File: config.mk
export PLATFORM = sky130hd
export DESIGN_NAME = router_out_drain
export DESIGN_NICKNAME = d
export VERILOG_FILES = /design/src/rtl/router_out_drain_pkg.sv /design/src/rtl/router_skid2.sv /design/src/rtl/router_out_drain.sv
export SDC_FILE = /design/constraint.sdc
export NUM_CORES = 1
export LEC_CHECK = 0
export CORE_ASPECT_RATIO = 1.5
export CORE_MARGIN = 2
export CORE_UTILIZATION = 35
export CTS_CLUSTER_DIAMETER = 120
export DETAILED_ROUTE_END_ITERATION = 10
export PLACE_DENSITY = 0.67
export SYNTH_ARGS = -nofsm -noshare
export SYNTH_HDL_FRONTEND = slang
export SYNTH_SLANG_ARGS = --single-unit
File: constraint.sdc
create_clock -name clk -period 2.2 [get_ports clk]
set_input_delay 0.33 -clock clk [delete_from_list [all_inputs] [get_ports clk]]
set_output_delay 0.33 -clock clk [all_outputs]
set_load 0.01 [all_outputs]
File: src/rtl/router_out_drain_pkg.sv
// rtl/router_out_drain_pkg.sv - shared header field positions and framing state encodings
package router_out_drain_pkg;

    localparam int LEN_MSB  = 7;
    localparam int LEN_LSB  = 2;
    localparam int ADDR_MSB = 1;
    localparam int ADDR_LSB = 0;
    localparam int LEN_W    = LEN_MSB - LEN_LSB + 1;

    typedef enum logic [1:0] {
        ST_HDR = 2'd0,
        ST_PAY = 2'd1,
        ST_PAR = 2'd2
    } drain_state_t;

    // Payload length carried in a header byte
    function automatic logic [LEN_W-1:0] hdr_len(input logic [LEN_MSB:0] hdr);
        return hdr[LEN_MSB:LEN_LSB];
    endfunction

endpackage

File: src/rtl/router_skid2.sv
// rtl/router_skid2.sv - two-entry output queue with push/pop/flush
module router_skid2 #(
    parameter int DATA_W = 8
) (
    input  logic              clk,
    input  logic              resetn,
    input  logic              push,
    input  logic              pop,
    input  logic              flush,
    input  logic [DATA_W-1:0] din,
    output logic [DATA_W-1:0] dout,
    output logic [1:0]        occ
);

    logic [DATA_W-1:0] ent0;
    logic [DATA_W-1:0] ent1;

    // ent0 is always the head; flush wins over a same-cycle push so late read data is dropped
    always_ff @(posedge clk or negedge resetn) begin
        if (!resetn) begin
            occ  <= 2'd0;
            ent0 <= '0;
            ent1 <= '0;
        end else if (flush) begin
            occ <= 2'd0;
        end else begin
            case ({push, pop})
                2'b10: begin
                    if (occ == 2'd0) ent0 <= din;
                    else             ent1 <= din;
                    occ <= occ + 2'd1;
                end
                2'b01: begin
                    ent0 <= ent1;
                    occ  <= occ - 2'd1;
                end
                2'b11: begin
                    if (occ == 2'd1) begin
                        ent0 <= din;
                    end else begin
                        ent0 <= ent1;
                        ent1 <= din;
                    end
                end
                default: ;
            endcase
        end
    end

    // Stale entries never leak out: an empty queue presents zero
    assign dout = (occ != 2'd0) ? ent0 : '0;

endmodule

File: src/rtl/router_out_drain.sv
// rtl/router_out_drain.sv - drains one router output FIFO to its client with framing and stall timeout
module router_out_drain
    import router_out_drain_pkg::*;
#(
    parameter int DATA_W  = 8,
    parameter int TIMEOUT = 30,
    parameter int CNT_W   = 6
) (
    input  logic              clk,
    input  logic              resetn,
    input  logic              fifo_empty,
    input  logic [DATA_W-1:0] fifo_data,
    output logic              fifo_rd_en,
    output logic              soft_reset_out,
    input  logic              read_in,
    output logic              vld_out,
    output logic [DATA_W-1:0] data_out,
    output logic              sop,
    output logic              eop,
    output logic              parity_err
);

    logic [1:0]        occ;
    logic              pend;
    logic              transfer;
    logic [2:0]        in_flight;
    logic              stall_hit;
    logic [CNT_W-1:0]  stall_cnt;
    logic [CNT_W-1:0]  rem;
    logic [DATA_W-1:0] par;
    drain_state_t      state;

    router_skid2 #(.DATA_W(DATA_W)) u_queue (
        .clk    (clk),
        .resetn (resetn),
        .push   (pend),
        .pop    (transfer),
        .flush  (stall_hit),
        .din    (fifo_data),
        .dout   (data_out),
        .occ    (occ)
    );

    assign vld_out  = (occ != 2'd0);
    assign transfer = vld_out & read_in;
    assign sop      = vld_out & (state == ST_HDR);
    assign eop      = vld_out & (state == ST_PAR);

    // Bytes held or on their way after this cycle; a read may issue only if a slot is guaranteed
    assign in_flight  = {1'b0, occ} + {2'b00, pend} - {2'b00, transfer};
    assign fifo_rd_en = resetn & ~fifo_empty & ~soft_reset_out & (in_flight < 3'd2);

    // A read_in in the final stalled cycle is a transfer, so it pre-empts the timeout
    assign stall_hit = vld_out & ~read_in & (stall_cnt == CNT_W'(TIMEOUT - 1));

    // Track the read whose data lands on the next edge; a timeout discards it
    always_ff @(posedge clk or negedge resetn) begin
        if (!resetn) pend <= 1'b0;
        else         pend <= stall_hit ? 1'b0 : fifo_rd_en;
    end

    // Count consecutive stalled cycles and fire a one-cycle FIFO soft reset on timeout
    always_ff @(posedge clk or negedge resetn) begin
        if (!resetn) begin
            stall_cnt      <= '0;
            soft_reset_out <= 1'b0;
        end else begin
            soft_reset_out <= stall_hit;
            if (stall_hit)
                stall_cnt <= '0;
            else if (vld_out & ~read_in)
                stall_cnt <= stall_cnt + CNT_W'(1);
            else
                stall_cnt <= '0;
        end
    end

    // Packet framing and parity, advanced once per accepted byte
    always_ff @(posedge clk or negedge resetn) begin
        if (!resetn) begin
            state      <= ST_HDR;
            rem        <= '0;
            par        <= '0;
            parity_err <= 1'b0;
        end else if (stall_hit) begin
            state      <= ST_HDR;
            rem        <= '0;
            par        <= '0;
            parity_err <= 1'b0;
        end else begin
            parity_err <= 1'b0;
            if (transfer) begin
                case (state)
                    ST_HDR: begin
                        rem   <= CNT_W'(hdr_len(data_out[LEN_MSB:0]));
                        par   <= data_out;
                        state <= (hdr_len(data_out[LEN_MSB:0]) == '0) ? ST_PAR : ST_PAY;
                    end
                    ST_PAY: begin
                        par <= par ^ data_out;
                        rem <= rem - CNT_W'(1);
                        if (rem == CNT_W'(1)) state <= ST_PAR;
                    end
                    ST_PAR: begin
                        parity_err <= (data_out != par);
                        state      <= ST_HDR;
                    end
                    default: state <= ST_HDR;
                endcase
            end
        end
    end

endmodule

[Word-level counts from Yosys, hierarchy flattened]
Index checks and enable logic that the tools add are counted.
Operators by class
  equality and inequality tests: 13
  reduce and logical (&&, ||, !) cells: 13
  muxes and demuxes: 26
  $lt $le $gt $ge: 1
  bitwise logic cells: 13
  add/sub/neg operators: 6
Operator list (number)
  two-way mux 8 bit: 7
  one-hot mux 8 bit (2 select lines): 2
  two-way mux 6 bit: 4
  one-hot mux 8 bit (3 select lines): 1
  one-hot mux 6 bit (2 select lines): 1
  two-way mux 2 bit: 5
  nonzero test 3 bit: 3
  AND 1 bit: 8
  != test 8 bit: 1
  one-hot mux 2 bit (2 select lines): 2
  XOR 8 bit: 1
  adder 6 x 1 -> 6 bit (second input constant): 1
  == test 2 x 1 -> 1 bit (second input constant): 3
  == test 2 bit (second input constant): 3
  == test 6 x 1 -> 1 bit (second input constant): 1
  == test 6 x 5 -> 1 bit (second input constant): 1
  logical NOT 6 bit: 1
  nonzero test 2 bit: 3
  subtractor 6 x 1 -> 6 bit (second input constant): 1
  logical NOT 2 bit: 2
  two-way mux 1 bit: 4
  != test 2 bit (second input constant): 2
  inverter 1 bit: 4
  AND reduction 2 bit: 2
  9 further kinds: 9
Word-level totals
  word-level logic and storage cells: 82
  output and inout bits: 14
  bits of input ports: 12
  flip-flop bits (word level): 43

[Depth between registers and ports, before layout]
Gate-level depths: netlist of run 1.
  depth in word-level cells: 7
  gate-level depth with buffers: 9
  gate-level depth less buffers: 8

[By module]
Synthesis of run 1 repeated with hierarchy kept, for this count alone.
Unflattened totals
  cells, all modules: 234
  area, all modules: 2449.8 um^2
By module, submodules not included
  router_out_drain: area each 1500.2 um^2, times used 1, cells each 165
  router_skid2: area each 949.7 um^2, times used 1, cells each 69

[Worst setup path before layout of run 1]
Ideal clock, no wire load.
  path kind: register -> output
  start: reg u_queue.occ[1]
  end: out fifo_rd_en
  data required time: 1.870 ns
  arrival: 2.005 ns
  cell stages (with the launch flop): 10
  path buffers: 1
  path slack: -0.135 ns
  path through: dfrtp_1 -> inv_1 -> ha_1 -> nor2b_1 -> buf_2 -> xnor2_1 -> nand2_1 -> fa_1 -> nand4bb_1 -> nor2_1
On the way
  cells in the longest elaborated chain, start to end: 5
  elaborated cells between the ends (all ways): 6
  classes of those cells: add/sub (2); order compare (1); bitwise (2); reduce/logical (1)
Ends and longest elaborated chain
  from (decl): RTL line router_skid2.sv:12  | output logic [1:0] occ
  from (signal assigned): RTL line router_skid2.sv:31  | occ <= occ + 2'd1;
  from (signal assigned): RTL line router_skid2.sv:35  | occ <= occ - 2'd1;
  parallel branches: the longest is 2 deep, another holds adder 2 x 1 -> 3 bit
  subtractor 3 x 1 -> 3 bit (*): RTL line router_out_drain.sv:50  | assign in_flight = {1'b0, occ} + {2'b00, pend} - {2'b00, transfer};
  < comparator 3 x 2 -> 1 bit (*): RTL line router_out_drain.sv:51  | assign fifo_rd_en = resetn & ~fifo_empty & ~soft_reset_out & (in_flight < 3'd2);
  AND 1 bit (*): RTL line router_out_drain.sv:51
  to (decl): RTL line router_out_drain.sv:13  | output logic fifo_rd_en,
Every way passes the cells marked *.

[Final worst setup path of run 1]
Same ends and word-level chain as after synthesis.

==> results of run 1 <==
-- report_power, final --
part / internal (uW) / switching [uW]
Sequential: 1090 / 285
Combinational: 1150 / 1110
Clock: 338 / 296
-- what timing repair did --
action | in CTS | in global routing
setup buffers | 13 | 2
hold endpoints to repair | 0 | 0
resized for setup | 24 | 11
endpoints found under the setup margin | 6 | 13
pin swaps | 3 | 2
-- synthesized netlist by cell type (all sizes together) (2+ instances only) --
cell type / count
nand2b: 6
inv: 10
nor2b: 10
nor3b: 2
nor2: 28
o21ai: 26
xnor2: 7
nor3: 4
nand4bb: 2
and3: 2
xor2: 6
ha: 6
buf: 9
a21oi: 11
nor4: 3
nor4b: 2
mux2i: 8
nand2: 35
mux2: 9
dfrtp: 43
nand3: 10
nand4: 2
-- cell usage in the layout (no fill, tap or decap), types with 2 or more instances in the layout --
cell	synthesis	final
dfrtp_1	43	43
nand2_1	34	33
buf_4	1	29
nor2_1	28	27
o21ai_0	17	17
clkdlybuf4s50_1	0	14
nand3_1	10	10
a21oi_1	10	10
buf_6	0	10
o21ai_1	9	9
mux2_2	9	9
mux2i_1	8	8
dlymetal6s2s_1	0	8
inv_1	9	7
xor2_1	6	6
xnor2_1	7	6
ha_1	6	5
clkbuf_8	0	5
nor2b_2	0	4
nor2b_1	10	4
nor3_1	4	4
nand2b_1	6	4
inv_2	1	3
nor4_1	3	3
nand2b_4	0	2
nor2b_4	0	2
nand2_2	1	2
nand4_4	2	2
nand4bb_1	2	2
buf_2	8	2
-- metrics by stage --
step	TNS, ns	setup WS, ns
after floorplan	0	0.0122
after global placement	-0.791	-0.686
after detailed placement	-0.899	-0.736
after CTS	-0.364	-0.252
after global routing	-0.907	-0.359
final	-0.467	-0.228
-- layout make-up --
type	instances	area, sq um	area share, %
clock buffers	5	68.8	2.13
clock inverters	3	43.8	1.35
inverters	10	37.5	1.16
multi-input cells	193	1320	40.9
flip-flops and latches	43	1080	33.3
well taps	78	97.6	3.02
repair buffers	64	589	18.2
-- worst paths after layout --
check,slack (ns),endpoint,cells after the start
worst min-delay path,0.20,par[1]$_DFFE_PN0P_,2
worst min register to register,0.49,u_queue.ent0[1]$_DFFE_PN0P_,2
worst max-delay path,-0.23,fifo_rd_en,9
max in group asynchronous,1.62,u_queue.ent1[2]$_DFFE_PN0P_,2
worst max register to register,-0.14,u_queue.occ[0]$_DFFE_PN0P_,17
min in group clk,0.49,u_queue.ent0[1]$_DFFE_PN0P_,2
-- routing by layer --
layer | global-route usage (%) | part of all wire, %
met5 | 0 | 0
met4 | 9.03 | 3.8
met3 | 2.20 | 2.1
met2 | 29.3 | 54
met1 | 18.9 | 40
-- logic make-up after synthesis --
logic type	count (synthesis)	share of synthesized area [%]
simple gates	109	24.2
compound gates	47	11.5
flops	43	44.5
buf+inv	20	3.67
mux	17	7.51
xor+xnor	13	4.71
fa+ha+maj	7	3.93
-- state kept, by name (all words and copies together) (netlist names) --
signal,flops
rem,6
soft_reset_out,1
state,2
parity_err,1
pend,1
par,8
u_queue.ent0,8
stall_cnt,6
u_queue.occ,2
u_queue.ent1,8
-- worst max-delay path, delay by kind of cell, from the launching register on --
kind	cells	cell delay [ns]
flip-flops	1	0.39
adder cells (fa/ha/maj)	2	0.65
buffers and inverters	3	0.34
AND/OR/NAND/NOR	4	0.41
==> summary.json, run 1 <==
{
  "place": {
    "gpl.final_weighted_congestion": 0.847,
    "placed_cells_incl_taps": 375,
    "port_buffers": 25,
    "placed_standard_cell_area_sq_mm": 0.00293,
    "dp.final_hpwl_mm": 4.19
  },
  "setup_path": {
    "timing.critical_path.cells": "inv_2 -> ha_4 -> buf_4 -> nand2b_4 -> nor2_1 -> fa_1 -> nand4bb_1 -> nor2_2 -> buf_2",
    "timing.rr.start": "u_queue.occ[0]$_DFFE_PN0P_",
    "critical_path.max_stage_delay_ns": 0.49,
    "timing_worst_setup_path_type": "flop to output port",
    "setup.worst_path.start_class": "flop",
    "worstPathRequired_ns": 1.87,
    "crit_path_end_kind": "output port",
    "worst_ep_arrival_time_ns": 2.10,
    "worst_setup_path_startpoint": "u_queue.occ[1]$_DFFE_PN0P_",
    "maximum_fanout_count_along_the_critical_path": 4,
    "critPathSlowestCell": "fa_1"
  },
  "synthesis": {
    "postSynthNetCount": 275,
    "synth_edf_count": 0,
    "yosysWarnings": 0,
    "synth_cell_type_count": 44,
    "synth-seq-area-share_pct": 44.5,
    "synth.avg_cell_area_sq_um": 9.44,
    "postSynthRegisterBits": 43,
    "postSynth.topFlopCell": "dfrtp_1",
    "synth_async_sr_flop_share_pct": 100,
    "synth_top_area_cells": "dfrtp_1 45%, nand2_1 5.3%, nor2_1 4.3%",
    "synthDominantCellAreaShare_pct": 44.5,
    "synth.largest_area_cell": "dfrtp_1",
    "synth_cells": 256,
    "synth_area_sq_mm": 0.00242
  },
  "sta": {
    "postLayoutSetupSlackWorst_ns": -0.228,
    "slew-limit-headroom_pct": 62.4,
    "fin_crit_ns": 2.43,
    "finalCritPeriodShare_pct": 110,
    "finalHoldViolCount": 0,
    "rsz0062_at_grt": "true",
    "worst-slew-pin-transition_ns": 0.564,
    "setup-violations-final": 4,
    "clock-skew-final_ns": 0.00626,
    "final_max_slew_viol_count": 0,
    "max_fclk_ghz": 0.412,
    "fin_hold_ws_ns": 0.195
  },
  "route": {
    "drt.antenna.violating_nets": 0,
    "route.final.wire_length_mm": 5.95,
    "first_pass_iters": 4,
    "drt-initial-drc-count": 85,
    "route.detailed.drc": 0,
    "wirelength_per_cell_um": 15.0,
    "detailroute.via_count": 2024,
    "routed_via_density": 5.11
  },
  "cells_and_area": {
    "antenna-diode-count": 0,
    "area_growth_syn_to_layout_pct": 33.9,
    "finalInstanceArea_sq_mm": 0.00324,
    "nFillCells": 648,
    "num-nets-final": 336,
    "utilization_pct": 47.9,
    "layout.cells.non_filler": 396,
    "fraction_of_layout_instances_using_a_drive_strength_above_1_pct": 25.8
  },
  "outcome": {
    "failed_checks": "setup timing",
    "run_status": "finished, violations left"
  },
  "die": {
    "fp.coreArea_sq_mm": 0.00676,
    "floorplan.initialDensity_pct": 35.8,
    "ios": 26,
    "die_area_sq_mm": 0.00760,
    "die_w_um": 71.9,
    "die_height_um": 106,
    "placementRows": 37
  },
  "power": {
    "total_power_uw": 4270,
    "power_leakage_uw": 0.00159,
    "vdd_drop_max_v": 0.000757,
    "power_density_mw_per_mm2": 1320
  },
  "global_route": {
    "grt_pass1_vias": 2109,
    "track_usage_pct": 16.6,
    "grt_antenna_before_repair": 0,
    "grt_max_degree": 44,
    "wire_length_of_the_first_global_routing_pass_mm": 9.87,
    "globalRouteOverflowTotal": 0
  },
  "cts": {
    "tritoncts_buffer_count": 5,
    "cts.reportedPaths.clkPinSlew_ns": 0.09,
    "ctsRootBufferMaster": "clkbuf_8",
    "clkSinkCount": 43,
    "cts_tree": "yes",
    "hold_buffers": 0,
    "clkLatencyLatePin_ns": 0.30,
    "h_tree_level_count": 2,
    "clock_path_buffers": 2
  },
  "worst_hold_path": {
    "hold_path_class": "input port to asynchronous set/reset pin"
  },
  "job": {
    "max-cap-violations": 0
  }
}
Power figures use the tool's default switching activity.
==> inputs of run 2 (changes only) <==
--- a/config.mk
+++ b/config.mk
@@ -10,6 +10,7 @@
 export CORE_UTILIZATION = 35
 export CTS_CLUSTER_DIAMETER = 120
 export DETAILED_ROUTE_END_ITERATION = 10
+export GPL_TIMING_DRIVEN = 0
 export PLACE_DENSITY = 0.67
 export SYNTH_ARGS = -nofsm -noshare
 export SYNTH_HDL_FRONTEND = slang
==> run 2 against run 1 <==
  * The flow finishes with violations (hold timing, setup timing)
  * Sequential cell count stayed put
  * Clock power is 11% lower
  * Count of clock-buffer cells in the layout stayed put
  * Power is 4.2% lower
  * Utilization is 2.4 points lower
  * Non-clock buffer count is 19 lower
  * Maximum frequency is 3.8% lower
  * Cell count is 4.8% lower
  * Critical endpoint unchanged
  * Largest power group unchanged
  * Highest routed layer unchanged
==> summary.json, run 2 (synthesis gave the netlist of run 1 again) <==
{
  "sta": {
    "worst-slew-pin-transition": {"value": 0.571, "unit": "ns", "change": "+0.00727 ns"},
    "fin_hold_ws": {"value": -0.00538, "unit": "ns", "change": "-0.201 ns"},
    "clock-skew-final": {"value": 0.0118, "unit": "ns", "change": "+0.00550 ns"},
    "rsz0062_at_grt": "true",
    "slew-limit-headroom": {"value": 61.9, "unit": "%", "change": "-0.48 points"},
    "fin_crit": {"value": 2.52, "unit": "ns", "change": "+0.0956 ns"},
    "setup_total_negative_slack": {"value": -0.324, "unit": "ns", "change": "+0.143 ns"},
    "finalHoldViolCount": {"value": 4, "change": "+4"},
    "final_max_slew_viol_count": {"value": 0, "change": "unchanged"},
    "max_fclk": {"value": 0.396, "unit": "GHz", "change": "-3.8%"},
    "postLayoutSetupSlackWorst": {"value": -0.324, "unit": "ns", "change": "-0.0956 ns"},
    "setup-violations-final": {"value": 1, "change": "-3"},
    "finalCritPeriodShare": {"value": 115, "unit": "%", "change": "+4.3 points"}
  },
  "die": {
    "floorplan.initialDensity": {"value": 35.8, "unit": "%", "change": "unchanged"},
    "die_w": {"value": 71.9, "unit": "um", "change": "unchanged"},
    "die_area": {"value": 0.00760, "unit": "sq mm", "change": "unchanged"},
    "fp.coreArea": {"value": 0.00676, "unit": "sq mm", "change": "unchanged"},
    "placementRows": {"value": 37, "change": "unchanged"},
    "ios": {"value": 26, "change": "unchanged"},
    "die_height": {"value": 106, "unit": "um", "change": "unchanged"}
  },
  "route": {
    "wirelength_per_cell": {"value": 14.1, "unit": "um", "change": "-6.1%"},
    "routed_via_density": {"value": 5.16, "change": "+0.89%"},
    "route.final.wire_length": {"value": 5.32, "unit": "mm", "change": "-11%"},
    "drt-initial-drc-count": {"value": 51, "change": "-40%"},
    "first_pass_iters": {"value": 4, "change": "unchanged"},
    "detailroute.via_count": {"value": 1944, "change": "-4.0%"},
    "route.detailed.drc": {"value": 0, "change": "unchanged"},
    "drt.antenna.violating_nets": {"value": 0, "change": "unchanged"}
  },
  "cells_and_area": {
    "num-nets-final": {"value": 317, "change": "-5.7%"},
    "layout_common_cells": "42 x dfrtp_1, 33 x nand2_1, 27 x nor2_1",
    "layout.cells.non_filler": {"value": 377, "change": "-4.8%"},
    "fraction_of_layout_instances_using_a_drive_strength_above_1": {"value": 22.4, "unit": "%", "change": "-3.4 points"},
    "largest_registers": "par: 8 flops, u_queue.ent0: 8 flops, u_queue.ent1: 8 flops",
    "area_growth_syn_to_layout_pct": 27.2,
    "antenna-diode-count": {"value": 0, "change": "unchanged"},
    "mostFrequentLayoutCell": "dfrtp_1"
  },
  "global_route": {
    "wire_length_of_the_first_global_routing_pass": {"value": 9.18, "unit": "mm", "change": "-7.0%"},
    "grt_max_degree": {"value": 24, "change": "-45%"},
    "grt_antenna_before_repair": {"value": 0, "change": "unchanged"},
    "globalRouteOverflowTotal": {"value": 0, "change": "unchanged"},
    "grt_pass1_vias": {"value": 1965, "change": "-6.8%"},
    "track_usage": {"value": 15.7, "unit": "%", "change": "-0.96 points"}
  },
  "cts": {
    "clock_path_buffers": {"value": 2, "change": "unchanged"},
    "h_tree_level_count": {"value": 2, "change": "unchanged"},
    "cts.reportedPaths.clkPinSlew": {"value": 0.09, "unit": "ns", "change": "about the same"},
    "tritoncts_buffer_count": {"value": 5, "change": "unchanged"},
    "ctsRootBufferMaster": "clkbuf_8",
    "clkLatencyLatePin": {"value": 0.32, "unit": "ns", "change": "+0.02 ns"},
    "clkSinkCount": {"value": 43, "change": "unchanged"},
    "cts_tree": "yes"
  },
  "power": {
    "power.share.combinational": {"value": 52.7, "unit": "%", "change": "-0.3 points"},
    "pwr-share-clk": {"value": 13.8, "unit": "%", "change": "-1.1 points"},
    "pwr-share-seq": {"value": 33.5, "unit": "%", "change": "+1.3 points"},
    "power_density": {"value": 1330, "unit": "mW/mm^2", "change": "+0.78%"},
    "vdd_drop_max": {"value": 0.000511, "unit": "V", "change": "-32%"},
    "power.switching_fraction": {"value": 41.4, "unit": "%", "change": "+1.9 points"},
    "switching_power_of_the_nets": {"value": 1690, "unit": "uW", "change": "+0.28%"},
    "cellInternalPower": {"value": 2390, "unit": "uW", "change": "-7.1%"},
    "power_leakage": {"value": 0.00141, "unit": "uW", "change": "-11%"}
  },
  "outcome": {
    "failed_checks": "hold timing, setup timing",
    "run_status": "finished, violations left"
  },
  "setup_path": {
    "timing.critical_path.cells": "inv_2 -> ha_4 -> nor2b_4 -> xnor2_4 -> nand2_2 -> fa_1 -> nand4bb_1 -> nor2_2 -> buf_2",
    "worstPathRequired": {"value": 1.87, "unit": "ns", "change": "about the same"},
    "critical_path.max_stage_delay": {"value": 0.50, "unit": "ns", "change": "about the same"},
    "timing_worst_setup_path_type": "flop to output port",
    "worst_ep_arrival_time": {"value": 2.19, "unit": "ns", "change": "+0.09 ns"},
    "maximum_fanout_count_along_the_critical_path": {"value": 3, "change": "-1"},
    "critPathSlowestCell": "fa_1",
    "setup.worst_path.start_class": "flop",
    "crit_path_end_kind": "output port"
  },
  "place": {
    "gpl.final_weighted_congestion": {"value": 0.778, "change": "-8.2%"},
    "place_worst_setup_slack": {"value": -1.05, "unit": "ns", "change": "-0.318 ns"},
    "port_buffers": {"value": 25, "change": "unchanged"},
    "placed_cells_incl_taps": {"value": 360, "change": "-4.0%"},
    "dp.final_hpwl": {"value": 3.97, "unit": "mm", "change": "-5.1%"}
  },
  "worst_hold_path": {
    "hold_path_class": "input port to asynchronous set/reset pin"
  },
  "job": {
    "max-cap-violations": {"value": 0, "change": "unchanged"}
  }
}
-- run 2: cell count changes in the layout (fill, tap and decap cells not counted), moves of 5 or more --
cell / previous run / this run
buf_4: 29 / 11
buf_6: 10 / 0
dlymetal6s2s_1: 8 / 0
dlygate4sd2_1: 1 / 8
buf_2: 2 / 8
nor2b_4: 2 / 7
-- run 2: metrics by stage --
| stage | total power, uW | util (%) | instance area, sq um |
|---|---|---|---|
| finish | 4090 | 45.5 | 3080 |
| global route | 4420 | 45.5 | 3080 |
| CTS | 4060 | 45.3 | 3060 |
| detailed placement | 3300 | 41.7 | 2820 |
| global placement | 3240 | 41.4 | 2800 |
| floorplan | 2670 | - | 2450 |
-- run 2: power by group through the flow --
stage / Clock (uW) / Sequential (uW) / Combinational (uW)
CTS: 579 / 1370 / 2110
finish: 564 / 1370 / 2150
global placement: 0 / 1360 / 1880
detailed placement: 0 / 1380 / 1920
global route: 606 / 1410 / 2400
floorplan: 0 / 1310 / 1360
-- run 2: final timing paths --
check | slack, ns | endpoint | start | depth (start not counted)
worst max-delay path | -0.32 | fifo_rd_en | u_queue.occ[0]$_DFFE_PN0P_ | 9
worst min-delay path | -0.005 | par[4]$_DFFE_PN0P_ | resetn | 1
worst max register to register | 0.18 | pend$_DFF_PN0_ | u_queue.occ[0]$_DFFE_PN0P_ | 9
worst min register to register | 0.50 | stall_cnt[0]$_DFF_PN0_ | stall_cnt[0]$_DFF_PN0_ | 1
max in group asynchronous | 1.69 | u_queue.occ[1]$_DFFE_PN0P_ | resetn | 2
min in group clk | 0.50 | stall_cnt[0]$_DFF_PN0_ | stall_cnt[0]$_DFF_PN0_ | 1
-- run 2: critical path: cells and delay by family, from the launching register on --
| kind | cells | cell delay [ns] |
|---|---|---|
| buffers and inverters | 2 | 0.19 |
| DFF | 1 | 0.38 |
| xor gates and xnor gates | 1 | 0.14 |
| adders and majority gates | 2 | 0.68 |
| and+or+nand+nor | 4 | 0.49 |
-- run 2: metal layers --
metal / track usage (%) / routed length, um / share of wire (%)
met4: 9.84 / 160 / 3.0
met1: 16.3 / 2050 / 39
met5: 0 / 0 / 0
met2: 28.1 / 2970 / 56
met3: 2.87 / 135 / 2.5
-- run 2: final cells by class --
cell class              count  area, sq um
multi-input cells         193         1370
clock inverters             3         26.3
repair buffers             36          333
well taps                  78         97.6
clock buffers               5         68.8
flip-flops and latches     43         1080
fillers                   653         3680
inverters                  10         37.5
plain buffers               9         61.3
-- run 2: repair_timing --
item,in CTS,in global routing
setup endpoints to repair,13,8
resized for setup,35,7
pin swaps,5,5
buffers inserted,15,3
hold buffers,0,0
==> inputs of run 3 (changes only) <==
--- a/config.mk
+++ b/config.mk
@@ -7,11 +7,11 @@
 export LEC_CHECK = 0
 export CORE_ASPECT_RATIO = 1.5
 export CORE_MARGIN = 2
-export CORE_UTILIZATION = 35
+export CORE_UTILIZATION = 51
 export CTS_CLUSTER_DIAMETER = 120
 export DETAILED_ROUTE_END_ITERATION = 10
 export GPL_TIMING_DRIVEN = 0
-export PLACE_DENSITY = 0.67
+export PLACE_DENSITY = 0.87
 export SYNTH_ARGS = -nofsm -noshare
 export SYNTH_HDL_FRONTEND = slang
 export SYNTH_SLANG_ARGS = --single-unit
==> run 3 against run 2 <==
  * Global-route usage grew 7.4 points
  * Largest power group unchanged
  * Routed wire length grew 2.4%
  * Sequential cell count is the same
  * The flow finishes with violations (setup timing)
  * Maximum frequency shrank 2.8%
  * Worst setup slack lost 0.074 ns
  * Clock power shrank 3%
  * Clock skew grew 0.0011 ns
  * First-iteration DRC count shrank 3.9%
==> summary.json, run 3 (synthesis gave the netlist of run 1 again) <==
{
  "cts": {
    "hold_buffers": {"value": 0, "change": "unchanged"},
    "cts.reportedPaths.clkPinSlew": {"value": 0.09, "unit": "ns", "change": "about the same"},
    "ctsRootBufferMaster": "clkbuf_8",
    "h_tree_level_count": {"value": 2, "change": "unchanged"},
    "clkLatencyLatePin": {"value": 0.30, "unit": "ns", "change": "-0.02 ns"},
    "clock_path_buffers": {"value": 2, "change": "unchanged"},
    "tritoncts_buffer_count": {"value": 5, "change": "unchanged"},
    "cts_tree": "yes",
    "clkSinkCount": {"value": 43, "change": "unchanged"}
  },
  "setup_path": {
    "worstPathRequired": {"value": 1.87, "unit": "ns", "change": "about the same"},
    "worst_r2r_path_depth": {"value": 10, "change": "+1"},
    "maximum_fanout_count_along_the_critical_path": {"value": 3, "change": "unchanged"},
    "r2r_setup_slack": {"value": 0.09, "unit": "ns", "change": "-0.09 ns"},
    "worstReg2RegEnd": "pend$_DFF_PN0_",
    "worst_ep_arrival_time": {"value": 2.27, "unit": "ns", "change": "+0.08 ns"},
    "timing.rr.start": "u_queue.occ[0]$_DFFE_PN0P_",
    "timing_worst_setup_path_type": "flop to output port",
    "crit_path_end_kind": "output port",
    "setup.worst_path.start_class": "flop"
  },
  "place": {
    "placed_standard_cell_area": {"value": 0.00280, "unit": "sq mm", "change": "-0.62%"},
    "gpl.final_weighted_congestion": {"value": 0.854, "change": "+9.8%"},
    "port_buffers": {"value": 25, "change": "unchanged"},
    "dp.final_hpwl": {"value": 3.81, "unit": "mm", "change": "-4.2%"}
  },
  "power": {
    "pwr-share-clk": {"value": 13.6, "unit": "%", "change": "-0.2 points"},
    "vdd_drop_max": {"value": 0.000892, "unit": "V", "change": "+75%"},
    "switching_power_of_the_nets": {"value": 1670, "unit": "uW", "change": "-1.0%"},
    "power.switching_fraction": {"value": 41.5, "unit": "%", "change": "+0.063 points"},
    "total_power": {"value": 4040, "unit": "uW", "change": "-1.2%"},
    "cellInternalPower": {"value": 2360, "unit": "uW", "change": "-1.3%"},
    "power_density": {"value": 1330, "unit": "mW/mm^2", "change": "about the same"},
    "power_leakage": {"value": 0.00141, "unit": "uW", "change": "about the same"},
    "pwr-share-seq": {"value": 34.1, "unit": "%", "change": "+0.6 points"},
    "power.share.combinational": {"value": 52.3, "unit": "%", "change": "-0.4 points"}
  },
  "die": {
    "die_area": {"value": 0.00532, "unit": "sq mm", "change": "-30%"},
    "floorplan.initialDensity": {"value": 53.2, "unit": "%", "change": "+17 points"},
    "ios": {"value": 26, "change": "unchanged"},
    "fp.coreArea": {"value": 0.00454, "unit": "sq mm", "change": "-33%"},
    "die_height": {"value": 88.3, "unit": "um", "change": "-17%"},
    "placementRows": {"value": 30, "change": "-19%"},
    "die_w": {"value": 60.2, "unit": "um", "change": "-16%"}
  },
  "sta": {
    "worst-slew-pin-transition": {"value": 0.547, "unit": "ns", "change": "-0.0239 ns"},
    "fin_hold_ws": {"value": 0.00590, "unit": "ns", "change": "+0.0113 ns"},
    "final_max_slew_viol_count": {"value": 0, "change": "unchanged"},
    "fin_crit": {"value": 2.60, "unit": "ns", "change": "+0.0735 ns"},
    "slew-limit-headroom": {"value": 63.5, "unit": "%", "change": "+1.6 points"},
    "max_fclk": {"value": 0.385, "unit": "GHz", "change": "-2.8%"},
    "postLayoutSetupSlackWorst": {"value": -0.397, "unit": "ns", "change": "-0.0735 ns"},
    "finalHoldViolCount": {"value": 0, "change": "-4"},
    "setup-violations-final": {"value": 1, "change": "unchanged"},
    "rsz0062_at_grt": "true",
    "clock-skew-final": {"value": 0.0128, "unit": "ns", "change": "+0.00105 ns"},
    "finalCritPeriodShare": {"value": 118, "unit": "%", "change": "+3.3 points"}
  },
  "cells_and_area": {
    "mostFrequentLayoutCell": "dfrtp_1",
    "finalInstanceArea": {"value": 0.00304, "unit": "sq mm", "change": "-1.3%"},
    "antenna-diode-count": {"value": 0, "change": "unchanged"},
    "area_growth_syn_to_layout_pct": 25.6,
    "layout_common_cells": "42 x dfrtp_1, 33 x nand2_1, 27 x nor2_1",
    "largest_registers": "par: 8 flops, u_queue.ent0: 8 flops, u_queue.ent1: 8 flops",
    "num-nets-final": {"value": 317, "change": "unchanged"},
    "fraction_of_layout_instances_using_a_drive_strength_above_1": {"value": 21.7, "unit": "%", "change": "-0.67 points"}
  },
  "route": {
    "route.final.wire_length": {"value": 5.45, "unit": "mm", "change": "+2.4%"},
    "drt.antenna.violating_nets": {"value": 0, "change": "unchanged"},
    "routed_via_density": {"value": 5.49, "change": "+6.5%"},
    "drt-initial-drc-count": {"value": 49, "change": "-3.9%"},
    "first_pass_iters": {"value": 4, "change": "unchanged"},
    "top_signal_layer_used": "met4",
    "detailroute.via_count": {"value": 1993, "change": "+2.5%"},
    "met1_length": {"value": 2.10, "unit": "mm", "change": "+2.3%"},
    "met3_length": {"value": 201, "unit": "um", "change": "+49%"},
    "met2WireLength": {"value": 2.98, "unit": "mm", "change": "+0.44%"},
    "route.detailed.drc": {"value": 0, "change": "unchanged"},
    "wirelength_per_cell": {"value": 15.0, "unit": "um", "change": "+6.3%"}
  },
  "outcome": {
    "run_status": "finished, violations left",
    "failed_checks": "setup timing"
  },
  "global_route": {
    "grt_antenna_before_repair": {"value": 0, "change": "unchanged"},
    "grt_max_degree": {"value": 24, "change": "unchanged"},
    "globalRouteOverflowTotal": {"value": 0, "change": "unchanged"},
    "track_usage": {"value": 23.0, "unit": "%", "change": "+7.4 points"},
    "wire_length_of_the_first_global_routing_pass": {"value": 9.24, "unit": "mm", "change": "+0.61%"},
    "grt_pass1_vias": {"value": 1995, "change": "+1.5%"}
  },
  "worst_hold_path": {
    "hold_path_class": "input port to asynchronous set/reset pin"
  },
  "job": {
    "max-cap-violations": {"value": 0, "change": "unchanged"}
  }
}
[run 3: cell count changes in the layout (fill, tap and decap cells not counted), moves of 2 or more]
cell	before	now
nor2b_4	7	4
clkdlybuf4s50_1	15	13
nor2b_2	1	4
inv_6	3	0
[run 3: area by class of cell]
| cell class | count | area (sq um) |
|---|---|---|
| Clock inverter | 2 | 16.3 |
| Fill cell | 337 | 1510 |
| Inverter | 10 | 37.5 |
| Multi-Input combinational cell | 193 | 1350 |
| Timing Repair Buffer | 35 | 327 |
| Buffer | 10 | 67.6 |
| Clock buffer | 6 | 82.6 |
| Sequential cell | 43 | 1080 |
| Tap cell | 64 | 80.1 |
[run 3: stage by stage]
| stage | instances | util [%] | setup slack [ns] | TNS, ns |
|---|---|---|---|---|
| floorplan | 256 | - | 0.0122 | 0 |
| global placement | 345 | 61.2 | -1.34 | -16.56 |
| detailed placement | 346 | 61.7 | -1.05 | -2.23 |
| CTS | 363 | 66.3 | -0.378 | -0.504 |
| global route | 363 | 66.9 | -0.534 | -0.584 |
| finish | 363 | 66.9 | -0.397 | -0.397 |
[run 3: worst max-delay path by stage]
| stage | to | slack (ns) | cells past startpoint | startpoint |
|---|---|---|---|---|
| after floorplan | fifo_rd_en | 0.01 | 9 | u_queue.occ[1]$_DFFE_PN0P_ |
| after global placement | fifo_rd_en | -1.34 | 4 | resetn |
| after detailed placement | fifo_rd_en | -1.05 | 9 | read_in |
| after CTS | fifo_rd_en | -0.38 | 10 | u_queue.occ[0]$_DFFE_PN0P_ |
| after global routing | fifo_rd_en | -0.53 | 10 | u_queue.occ[0]$_DFFE_PN0P_ |
| final | fifo_rd_en | -0.40 | 10 | u_queue.occ[0]$_DFFE_PN0P_ |
[run 3: power by group through the flow]
stage | registers, uW | clock network, uW | logic, uW
floorplan | 1310 | 0 | 1360
global placement | 1360 | 0 | 1830
detailed placement | 1390 | 0 | 1900
CTS | 1370 | 556 | 2050
global route | 1420 | 589 | 2340
finish | 1380 | 549 | 2110
[run 3: per-layer routing]
metal | up-vias | global-route usage [%]
met1 | 972 | 26.5
li1 | 959 | -
met5 | - | 0
met2 | 48 | 41.4
met3 | 14 | 3.80
met4 | 0 | 9.29
[run 3: what timing repair did]
item,CTS,global route
endpoints found under the setup margin,13,6
resized for setup,30,8
pin swaps,2,3
buffers inserted,26,2
endpoints found under the hold margin,0,0
[run 3: critical path, cell delays in order (launching register included)]
cell	delay, ns
dfrtp_1	0.39
inv_2	0.07
ha_4	0.18
nor2b_4	0.12
buf_6	0.12
xnor2_4	0.11
nand2_2	0.08
fa_1	0.49
nand4bb_1	0.15
nor2_2	0.12
buf_2	0.13
